$ cat config.mk
export PLATFORM = sky130hd
export DESIGN_NAME = mmio_gpio_responder
export DESIGN_NICKNAME = d
export VERILOG_FILES = /design/src/rtl/gpio_pkg.sv /design/src/rtl/sw_debounce.sv /design/src/rtl/mmio_gpio_responder.sv
export SDC_FILE = /design/constraint.sdc
export NUM_CORES = 1
export LEC_CHECK = 0
export CAP_MARGIN = 20
export CORE_UTILIZATION = 35
export DETAILED_ROUTE_END_ITERATION = 10
export GPL_TIMING_DRIVEN = 0
export PLACE_DENSITY = 0.74
export SETUP_SLACK_MARGIN = 0.1
export SLEW_MARGIN = 20
export SYNTH_ARGS = -nofsm -noshare
export SYNTH_HDL_FRONTEND = slang
export SYNTH_SLANG_ARGS = --single-unit
$ cat constraint.sdc
create_clock -name clk -period 1.3 [get_ports clk]
set_input_delay 0.13 -clock clk [delete_from_list [all_inputs] [get_ports clk]]
set_output_delay 0.13 -clock clk [all_outputs]
set_load 0.05 [all_outputs]
$ cat src/rtl/gpio_pkg.sv
// Shared constants and types for the memory-mapped GPIO responder.
// GPIO_LED_BLINK_EN adds the BLINK_MASK register at OFF_BLINK_MASK.
package gpio_pkg;

    localparam int DATA_W = 64;

    localparam int OFF_SW_DATA    = 'h00;
    localparam int OFF_LED_OUT    = 'h08;
    localparam int OFF_SW_EDGE    = 'h10;
    localparam int OFF_IRQ_EN     = 'h18;
    localparam int OFF_BLINK_MASK = 'h20;

    typedef logic [7:0] gpio_vec_t;

endpackage

$ cat src/rtl/sw_debounce.sv
// One switch bit: 2-flop synchroniser followed by a saturating stability counter.
// rise pulses in the cycle before the debounced output goes 0->1.
module sw_debounce #(
    parameter int DEBOUNCE_CYCLES = 16
) (
    input  logic clk,
    input  logic rst_n,
    input  logic sw_raw,
    output logic deb,
    output logic rise
);
    localparam int CW = (DEBOUNCE_CYCLES > 2) ? $clog2(DEBOUNCE_CYCLES) : 1;
    localparam logic [CW-1:0] CNT_MAX = CW'(DEBOUNCE_CYCLES - 1);

    logic          meta;
    logic          sync;
    logic          prev;
    logic [CW-1:0] cnt;
    logic          stable_done;

    // The sync==prev term keeps a saturated counter from accepting the first cycle of a change.
    assign stable_done = (cnt == CNT_MAX) && (sync == prev);
    assign rise        = stable_done && sync && !deb;

    always_ff @(posedge clk or negedge rst_n) begin
        if (!rst_n) begin
            meta <= 1'b0;
            sync <= 1'b0;
            prev <= 1'b0;
            cnt  <= '0;
            deb  <= 1'b0;
        end else begin
            meta <= sw_raw;
            sync <= meta;
            prev <= sync;
            if (sync != prev)
                cnt <= '0;
            else if (cnt != CNT_MAX)
                cnt <= cnt + 1'b1;
            if (stable_done && (sync != deb))
                deb <= sync;
        end
    end

endmodule

$ cat src/rtl/mmio_gpio_responder.sv
// MMIO target owning the board switches and LEDs: register file, decode and req/ack handshake.
// Optional GPIO_LED_BLINK_EN adds BLINK_MASK and a free-running blink prescaler.
module mmio_gpio_responder
    import gpio_pkg::*;
#(
    parameter int DEBOUNCE_CYCLES = 16,
    parameter int ADDR_W          = 8,
    parameter int BLINK_DIV_W     = 24
) (
    input  logic              clk,
    input  logic              rst_n,
    input  logic              req,
    input  logic              we,
    input  logic [ADDR_W-1:0] addr,
    input  logic [DATA_W-1:0] wdata,
    output logic [DATA_W-1:0] rdata,
    output logic              ack,
    output logic              err,
    input  logic [7:0]        SW,
    output logic [7:0]        LED,
    output logic              irq
);
    // Handshake: req is a one-cycle request sampled at an edge; ack (with err on an
    // unmapped offset) is high for exactly the next cycle with rdata valid, otherwise
    // rdata is 0. There is no back-pressure, so req may be issued every cycle.
    gpio_vec_t         sw_deb;
    gpio_vec_t         sw_rise;
    gpio_vec_t         led_out;
    gpio_vec_t         irq_en;
    gpio_vec_t         sw_edge;
    gpio_vec_t         w1c_mask;
    logic [ADDR_W-1:0] off;
    logic              wr;
    logic              hit;
    logic [DATA_W-1:0] rd_val;
    logic              unused_bits;
`ifdef GPIO_LED_BLINK_EN
    gpio_vec_t             blink_mask;
    logic [BLINK_DIV_W-1:0] presc;
    logic                   phase;
`endif

    assign off         = {addr[ADDR_W-1:3], 3'b000};
    assign wr          = req && we;
    assign unused_bits = ^{wdata[DATA_W-1:8], addr[2:0]};

    for (genvar i = 0; i < 8; i++) begin : g_sw
        sw_debounce #(.DEBOUNCE_CYCLES(DEBOUNCE_CYCLES)) u_deb (
            .clk    (clk),
            .rst_n  (rst_n),
            .sw_raw (SW[i]),
            .deb    (sw_deb[i]),
            .rise   (sw_rise[i])
        );
    end

    always_comb begin
        hit      = 1'b1;
        rd_val   = '0;
        w1c_mask = '0;
        case (off)
            ADDR_W'(OFF_SW_DATA):    rd_val = DATA_W'(sw_deb);
            ADDR_W'(OFF_LED_OUT):    rd_val = DATA_W'(led_out);
            ADDR_W'(OFF_SW_EDGE):    rd_val = DATA_W'(sw_edge);
            ADDR_W'(OFF_IRQ_EN):     rd_val = DATA_W'(irq_en);
`ifdef GPIO_LED_BLINK_EN
            ADDR_W'(OFF_BLINK_MASK): rd_val = DATA_W'(blink_mask);
`endif
            default:                 hit    = 1'b0;
        endcase
        if (wr && (off == ADDR_W'(OFF_SW_EDGE)))
            w1c_mask = wdata[7:0];
    end

    always_ff @(posedge clk or negedge rst_n) begin
        if (!rst_n) begin
            rdata   <= '0;
            ack     <= 1'b0;
            err     <= 1'b0;
            led_out <= '0;
            irq_en  <= '0;
            sw_edge <= '0;
            irq     <= 1'b0;
        end else begin
            ack   <= req;
            err   <= req && !hit;
            rdata <= req ? rd_val : '0;
            if (wr && (off == ADDR_W'(OFF_LED_OUT)))
                led_out <= wdata[7:0];
            if (wr && (off == ADDR_W'(OFF_IRQ_EN)))
                irq_en <= wdata[7:0];
            // A rising edge in the same cycle as its W1C keeps the flag set.
            sw_edge <= (sw_edge & ~w1c_mask) | sw_rise;
            irq     <= |(sw_edge & irq_en);
        end
    end

`ifdef GPIO_LED_BLINK_EN
    always_ff @(posedge clk or negedge rst_n) begin
        if (!rst_n) begin
            blink_mask <= '0;
            presc      <= '0;
            phase      <= 1'b0;
        end else begin
            presc <= presc + BLINK_DIV_W'(1);
            if (&presc)
                phase <= ~phase;
            if (wr && (off == ADDR_W'(OFF_BLINK_MASK)))
                blink_mask <= wdata[7:0];
        end
    end

    assign LED = led_out & ~(blink_mask & {8{phase}});
`else
    localparam int unused_blink_div_w = BLINK_DIV_W;
    assign LED = led_out;
`endif

endmodule

Word-level counts from Yosys, hierarchy flattened. Index checks and enable logic that the tools add are counted. Widths: inputs -> output; s select.

$add $sub $neg: 8. Equal/unequal tests: 43. Muxes and demuxes: 20. Bitwise gates (word level): 4. Reduce and logical (&&, ||, !) cells: 57.

Operators with widths (number): $mux 4 (16); $mux 64 (1); $logic_and 1x1->1 (37); $add 4x1->4 const B (8); $eq 4x4->1 const B (8); $ne 4x4->1 const B (8); $pmux 8 s4 (1); $and 8x8->8 (2); $ne 1x1->1 (16); $reduce_bool 2->1 (8); $eq 5x2->1 const B (2); $logic_not 1->1 (9); $eq 1x1->1 (8); $logic_not 8->1 (1); $mux 8 (1); $not 8->8 (1); $or 8x8->8 (1); $reduce_or 8->1 (1); $eq 5x1->1 const B (1); $reduce_or 4->1 (1); $mux 1 (1).

Register bits after elaboration: 155. Output and inout bits: 75. Word-level logic and storage cells: 179.

Logic depth before layout (Yosys ltp). Gate-level depths: netlist of run 1.

Word-level depth: 6. Mapped depth: 5. Gate-level depth less buffers: 4.

Cells and area by module. A second synthesis of run 1 with hierarchy kept.

Cells, all modules: 388. Area, all modules: 4648.2 µm².

By module, submodules not included: sw_debounce (instances 8, cells each 28, area each 335.3 µm², sequential area each 200.2 µm²); mmio_gpio_responder (instances 1, cells each 164, area each 1965.6 µm², sequential area each 875.8 µm²).

Least setup slack after synthesis of run 1. No wires, ideal clock.

Path type: input to register. Start point: input port addr[6]. End point: register sw_edge[6]. Setup time: 124 ps. Data arrival time: 1539 ps. Required time: 1176 ps. Setup slack: -363 ps. Cell stages on the path: 4. Cells stage by stage: or4b_1 or4b_1 buf_2 a211o_1.

Cells in the longest elaborated chain, start to end: 6.

RTL lines: start: declaration (line mmio_gpio_responder.sv:14) `input logic [ADDR_W-1:0] addr,`; $eq 5x2->1 (line mmio_gpio_responder.sv:71) `if (wr && (off == ADDR_W'(OFF_SW_EDGE)))`; $logic_and 1x1->1 (line mmio_gpio_responder.sv:71); $mux 8 (line mmio_gpio_responder.sv:71); $not 8->8 (line mmio_gpio_responder.sv:93) `sw_edge <= (sw_edge & ~w1c_mask) | sw_rise;`; $and 8x8->8 (line mmio_gpio_responder.sv:93); $or 8x8->8 (line mmio_gpio_responder.sv:93); end signal: assignment (line mmio_gpio_responder.sv:93); end: declaration (line mmio_gpio_responder.sv:30) `gpio_vec_t sw_edge;`.

No other way between the ends. A chain may end at the register's enable or synchronous reset.

Final worst setup path of run 1.
Start point: input port addr[7]. End point: register sw_edge[1].

The elaborated chain is that of the path after synthesis.

==> results.md, run 1 <==
* Power Dens Cells at 1310 nW/µm²
* Fill cells at 1128
* Initial antenna violation count at 0
* Dpl ws at -0.988 ns
* Largest net degree at the start of global routing at 62
* Synth cell types at 33
* First-pass GRT wire length at 13600 µm
* Minimum clock period at 1.47 ns
* Number of CTS-inserted buffers at 9
* Post-DP Area at 5400 µm²
* Synth Area in Simple Gates at 12.4%
* FP Rows at 41
* Number of synthesis warnings at 0
* Nets at 596
* I/O Buffers at 41
* Grt ovf at 0
* RSZ-0062 raised after global routing: true
* Post-placement cell count at 649
* Post-Synth Adder-Cell Area at 2.21%
* Worst-path maximum fanout at 8
* RD Place Congestion at 0.691
* Die height at 116 µm
* Crit. End Element: flip-flop
* Critical Path RT at 1.52 ns
* Area contributors post-synth: dfrtp_1 (55%), buf_4 (9.3%), mux2_2 (4.0%), mux4_2 (4.0%), nor2_1 (2.8%)
* Final ANT Viol Nets at 0
* DRT Pass-1 Iters at 4
* Clock Tree Root: clkbuf_16
* Synth area leader: dfrtp_1
* Cells after Synth at 380
* Remaining DRCs at 0
* Initial DRC Count at 146
* Post-Route WL at 8610 µm
* CTS tree: built
* Synth Area in Compound Gates at 7.24%
* Status: finished with violations
* Violated checks: setup timing
* Hold WC Path Type: primary input to flip-flop
* Max frequency at 680 MHz
* DR WL/cell at 12.6 µm
* Sink Count at 99
* Xor/xnor share of the synthesized area at 3.10%
* Max cap viols at 0
* Vias post-DR at 3041
* Vias in the first global route at 2834
* Final setup vio count at 24
* Post-DP HPWL at 5890 µm
* Yosys reg bits at 99
* Max VDD drop at 0.000862 V
* Final setup margin at -0.170 ns
* Final Cell Area at 5970 µm²
* Share of layout cells above drive strength 1 at 33.0%
* Hold_ws at 0.0121 ns
* Cell Area, Synth at 4530 µm²
* Leak pwr at 2.78 nW
* Total GRT Usage at 13.3%
* Setup CP Type: primary input to flip-flop
* Clock-pin slew on the worst setup and hold paths at 0.06 ns
* Mux contribution to synthesized area at 9.73%
* Type of origin of the critical path: primary input
* Fin. Hold Viols at 0
* Period utilization at 113%
* Critical path arrival at 1.69 ns
* Slew Viols, Final at 0
* Longest Clk Path Bufs at 2
* Post-synthesis sequential area ratio at 54.7%
* N_diodes at 0
* Vias per inst at 4.47
* Largest family of logic cells by synthesized area: simple AND/OR/NAND/NOR gates
* Yosys top cell area share at 54.7%
* P&R area growth vs syn at 31.8%
* H-tree lvl count at 3
* Setup TNS at -3.30 ns
* Die footprint at 13400 µm²
* Final cell count without fillers at 681
* Initial Util at 35.9%
* Commonest non-fill, non-tap cells in the layout: dfrtp_1 (90), buf_4 (69), conb_1 (56)
* Most common cell after layout, fill and taps aside: dfrtp_1
* Top Ports at 159
* Syn avg cell area at 11.9 µm²
* Area of the core at 12600 µm²
* Die width at 116 µm
* Clk_lat worst skew at 0.34 ns
* Skew final at 0.00805 ns
[cells in the mapped netlist]
cell      number
a211oi_1       2
o21ai_0        8
a21oi_1        5
clkbuf_1       1
o31a_1         1
buf_4         56
conb_1         1
xor2_1         8
a211o_1        5
nor3_4         2
mux2i_1        8
dfrtp_1       99
ha_1           8
nor2_1        34
nor2b_1       13
o211ai_1       3
mux4_2         8
or4b_1         2
a22oi_1        4
inv_1          9
nand4_1        1
nor4b_1        5
o32ai_1        3
a31oi_1        8
nand3_1       16
a41oi_1        5
nand2_1       15
buf_2          3
nor3b_1        6
a21o_1         3
xnor2_1        8
mux2_2        16
nor3_1        14
[area by class of cell]
type / instances / area, µm² / area share (%)
clock inverter: 4 / 48.8 / 0.818
inverter: 9 / 33.8 / 0.566
clock buffer: 12 / 256 / 4.30
buffer: 60 / 453 / 7.59
timing repair buffer: 58 / 531 / 8.89
multi-input combinational: 267 / 1940 / 32.5
tap: 172 / 215 / 3.61
sequential: 99 / 2490 / 41.7
[cells by family after synthesis]
logic type | after synthesis
flops | 99
fa+ha+maj | 8
simple gates | 108
xor+xnor | 16
compound gates | 47
buf+inv | 69
other cells | 1
mux | 32
[power breakdown]
group	switching, W	internal (W)
registers	0.000257	0.00333
clock network	0.00110	0.00159
logic	0.000940	0.000596
[critical path, cell delays in order]
cell and delay (ns):
buf_6 0.09, or4b_4 0.54, or4b_4 0.52, buf_8 0.16
a211o_1 0.25
[timing repair]
action                                 CTS  global route
pin swaps                               10             4
endpoints found under the hold margin   39             0
gates resized for setup                113            21
hold buffers                             2             0
buffers inserted                         4            10
setup endpoints to repair               68            49
[stage by stage]
step / total power, W / util [%]
6_report: 0.00781 / 47.3
5_1_grt: 0.00817 / 47.3
4_1_cts: 0.00774 / 46.0
3_5_place_dp: 0.00505 / 42.8
3_3_place_gp: 0.00498 / 42.5
2_1_floorplan: 0.00466 / -
[path summary, 6_finish.rpt]
path / slack [ns] / endpoint / depth (start not counted) / startpoint
hold / removal: 0.01 / err / 2 / addr[5]
max in group asynchronous: 0.42 / LED[2] / 3 / rst_n
setup reg to reg: -0.01 / sw_edge[2] / 4 / g_sw[2].u_deb.cnt[0]
setup / recovery: -0.17 / sw_edge[1] / 5 / addr[7]
min in group asynchronous: 0.26 / g_sw[7].u_deb.prev / 2 / rst_n
hold reg to reg: 0.35 / g_sw[3].u_deb.sync / 0 / g_sw[3].u_deb.meta
[sequential cells by signal, summed over array words and instances (netlist names)]
register	count
LED	8
ack	1
err	1
g_sw.u_deb.cnt	32
g_sw.u_deb.deb	8
g_sw.u_deb.meta	8
g_sw.u_deb.prev	8
g_sw.u_deb.sync	8
irq	1
irq_en	8
rdata	8
sw_edge	8
[routing by layer]
metal  wire [µm]  global-route usage, %  up-vias
li1            -                      -     1483
met1        3650                   16.1     1468
met2        4280                   22.3       82
met3         593                   4.34        8
met4          91                   4.27        0
met5           0                      0        -
Power figures use the tool's default switching activity.
==> run 2, diff against run 1 <==
ABC_AREA = 1   (was not set)
PLACE_DENSITY = 0.71   (was 0.74)
clock period = 1.57 ns   (was 1.3 ns; I/O delays follow)
==> run 2 against run 1 <==
  * The flow now finishes without violations
  * Flip-flop and latch count unchanged
  * Clock power shrank 19%
  * First-iteration DRC count increased by 66%
  * Setup slack gained 0.31 ns
  * Sequential power fell by 17%
  * Non-clock buffer count down 9
  * Critical path type is now flip-flop to output port
  * Largest cell class unchanged
  * Largest power group unchanged
==> results.md, run 2 <==
* Status: finished clean
* FP Rows at 42 (+2.4%)
* Worst Reg-to-Reg Cells at 7 (+3)
* DR WL/cell at 12.2 µm (-3.3%)
* Nets at 699 (+17%)
* Largest register FFs at 32 (unchanged)
* Critical path arrival at 1.27 ns (-0.42 ns)
* Longest Clk Path Bufs at 2 (unchanged)
* RR Startpoint: g_sw[7].u_deb.cnt[0]
* Number of CTS-inserted buffers at 9 (unchanged)
* CTS tree: built
* Flop pwr share at 47.0% (+1.1 points)
* First-pass GRT wire length at 16200 µm (+19%)
* Vias per inst at 4.57 (+2.2%)
* Logic pwr share at 18.6% (-1.1 points)
* Most common cell after layout, fill and taps aside: nand2_1
* Area of the core at 13200 µm² (+4.5%)
* Most common cell in the netlist: nand2_1
* Main synth FF type: dfrtp_1
* Remaining DRCs at 0 (unchanged)
* Yosys top cell area share at 52.5% (-2.3 points)
* Final setup vio count at 0 (-100%)
* Vias post-DR at 3593 (+18%)
* RSZ-0062 raised after global routing: true
* Max VDD drop at 0.000522 V (-39%)
* Post-Route WL at 9620 µm (+12%)
* DRT Pass-1 Iters at 4 (unchanged)
* Total power at 0.00634 W (-19%)
* Cells after Synth at 497 (+31%)
* Final ANT Viol Nets at 0 (unchanged)
* Final cell count without fillers at 787 (+16%)
* Fin. Hold Viols at 0 (unchanged)
* Top Ports at 159 (unchanged)
* Die height at 118 µm (+2.1%)
* R2r setup slk at 0.29 ns (+0.30 ns)
* Max frequency at 699 MHz
* Synth area leader: dfrtp_1
* Slew Viols, Final at 0 (unchanged)
* Setup CP Type: flip-flop to output port
* P&R area growth vs syn at 24.4%
* Skew final at 0.00955 ns (+0.00151 ns)
* Largest net degree at the start of global routing at 79 (+27%)
* Post-synth EDFFs at 0 (unchanged)
* Commonest cells in the netlist: nand2_1 (114), dfrtp_1 (99), buf_4 (60)
* Period utilization at 91.1%
* Clk_lat worst skew at 0.35 ns (about the same)
* Sw Share at 31.0% (+1.6 points)
* Worst path slowest cell: dlygate4sd2_1
* Worst Setup EP: LED[7]
* I/O Buffers at 42 (+2.4%)
* Worst slew pin tran at 0.543 ns
* Die width at 118 µm (+2.1%)
* Final Cell Area at 5870 µm² (-1.5%)
* Number of synthesis warnings at 0 (unchanged)
* Int Pwr at 0.00437 W (-21%)
* Capture point of the worst reg-to-reg path: g_sw[7].u_deb.cnt[2]
* Top reg by flops: g_sw.u_deb.cnt
* Post-DP HPWL at 6940 µm (+18%)
* Type of origin of the critical path: flip-flop
* Cell Area, Synth at 4720 µm² (+4.3%)
* Sink Count at 99 (unchanged)
* WP buf/inv at 1 (-1)
* Crit-path max cell delay at 0.54 ns (about the same)
* Hold WC Path Type: primary input to asynchronous set/reset pin
* H-tree lvl count at 3 (unchanged)
* Power Dens Cells at 1080 nW/µm² (-18%)
* Synth cell types at 28 (-15%)
* Clock-pin slew on the worst setup and hold paths at 0.07 ns (about the same)
* Async SR Flop Fraction at 100% (unchanged)
* Area contributors post-synth: dfrtp_1 (52%), buf_4 (9.5%), nand2_1 (9.1%), nand4_1 (5.0%), nand3_1 (3.3%)
* Crit path from: LED[7]
* Slew Limit Headroom at 63.8%
* Post-DP Area at 5600 µm² (+3.7%)
* Clock Tree Root: clkbuf_16
* Clk network pwr share at 34.3% (about the same)
* Crit. End Element: output port
* Vias in the first global route at 3427 (+21%)
* Yosys reg bits at 99 (unchanged)
* Syn avg cell area at 9.50 µm² (-20%)
* Post-placement cell count at 771 (+19%)
* Max cap viols at 0 (unchanged)
* Minimum clock period at 1.43 ns
* Initial Util at 35.8% (-0.071 points)
* Critical Path RT at 1.41 ns (-0.11 ns)
* Setup bufs post-CTS at 0 (-4)
* Share of layout cells above drive strength 1 at 15.9% (-17 points)
* Commonest non-fill, non-tap cells in the layout: nand2_1 (114), dfrtp_1 (99), buf_4 (60)
* N_diodes at 0 (unchanged)
* Leak pwr at 2.95 nW (+6.0%)
* RD Place Congestion at 0.835 (+21%)
* Die footprint at 14000 µm² (+4.2%)
* Worst-path maximum fanout at 3 (-5)
* Post-synthesis sequential area ratio at 52.5% (-2.3 points)
* Initial DRC Count at 242 (+66%)
* Crit-path leading delay family: buffers and inverters
* Initial antenna violation count at 0 (unchanged)
* Grt ovf at 0 (unchanged)
* Levels on crit path at 1 (-4)
* Sw power at 0.00197 W (-14%)
* CP cell instances: dlygate4sd2_1
* Total GRT Usage at 14.6% (+1.4 points)
[run 2: per-layer routing]
metal	vias to the layer above	track usage [%]	wire (µm)
li1	1785	-	-
met1	1681	17.4	4050
met2	110	23.9	4520
met3	17	5.65	877
met4	0	5.53	180
met5	-	0	0
[run 2: repair_timing]
item                                   CTS  global route
endpoints found under the hold margin   22             0
hold buffers                             1             0
setup endpoints to repair               19            10
gates resized for setup                 21             6
[run 2: power groups by stage]
stage          clock, W  combinational [W]  sequential, W
2_1_floorplan         0           0.000744        0.00312
3_3_place_gp          0            0.00117        0.00301
3_5_place_dp          0            0.00122        0.00302
4_1_cts         0.00223            0.00119        0.00298
5_1_grt         0.00233            0.00129        0.00301
6_report        0.00218            0.00118        0.00298
[run 2: cell type report]
cell class	instances	area (µm²)
fill	1240	7320
sequential	99	2480
multi-input combinational	364	1880
buffer	65	487
timing repair buffer	44	430
clock buffer	9	225
tap	176	220
inverter	24	90.1
clock inverter	6	66.3
[run 2: cells by family after synthesis]
| kind of cell | Yosys count | synth area share (%) |
|---|---|---|
| and+or+nand+nor | 221 | 23.0 |
| xor gates and xnor gates | 16 | 2.97 |
| adders and majority gates | 8 | 2.12 |
| DFF | 99 | 52.5 |
| other | 1 | 0.0794 |
| AOI/OAI and AO/OA | 63 | 7.13 |
| buffers and inverters | 89 | 12.2 |
[run 2: per-stage QoR]
| step | hold WS (ns) | setup slack (ns) | utilization (%) | TNS, ns |
|---|---|---|---|---|
| after floorplan | -0.139 | 0.436 | - | 0 |
| after global placement | 0.331 | -3.25 | 42.2 | -322.68 |
| after detailed placement | 0.0213 | -0.140 | 42.4 | -2.48 |
| after CTS | 0.210 | 0.0918 | 44.6 | 0 |
| after global routing | 0.224 | 0.0710 | 44.5 | 0 |
| final | 0.211 | 0.139 | 44.5 | 0 |
[run 2: worst min path at each step]
stage                               endpoint  slack [ns]
after global routing      g_sw[1].u_deb.prev        0.22
after floorplan                       LED[0]       -0.14
final                     g_sw[1].u_deb.sync        0.21
after global placement    g_sw[1].u_deb.sync        0.33
after detailed placement  g_sw[6].u_deb.meta        0.02
after CTS                 g_sw[1].u_deb.prev        0.21
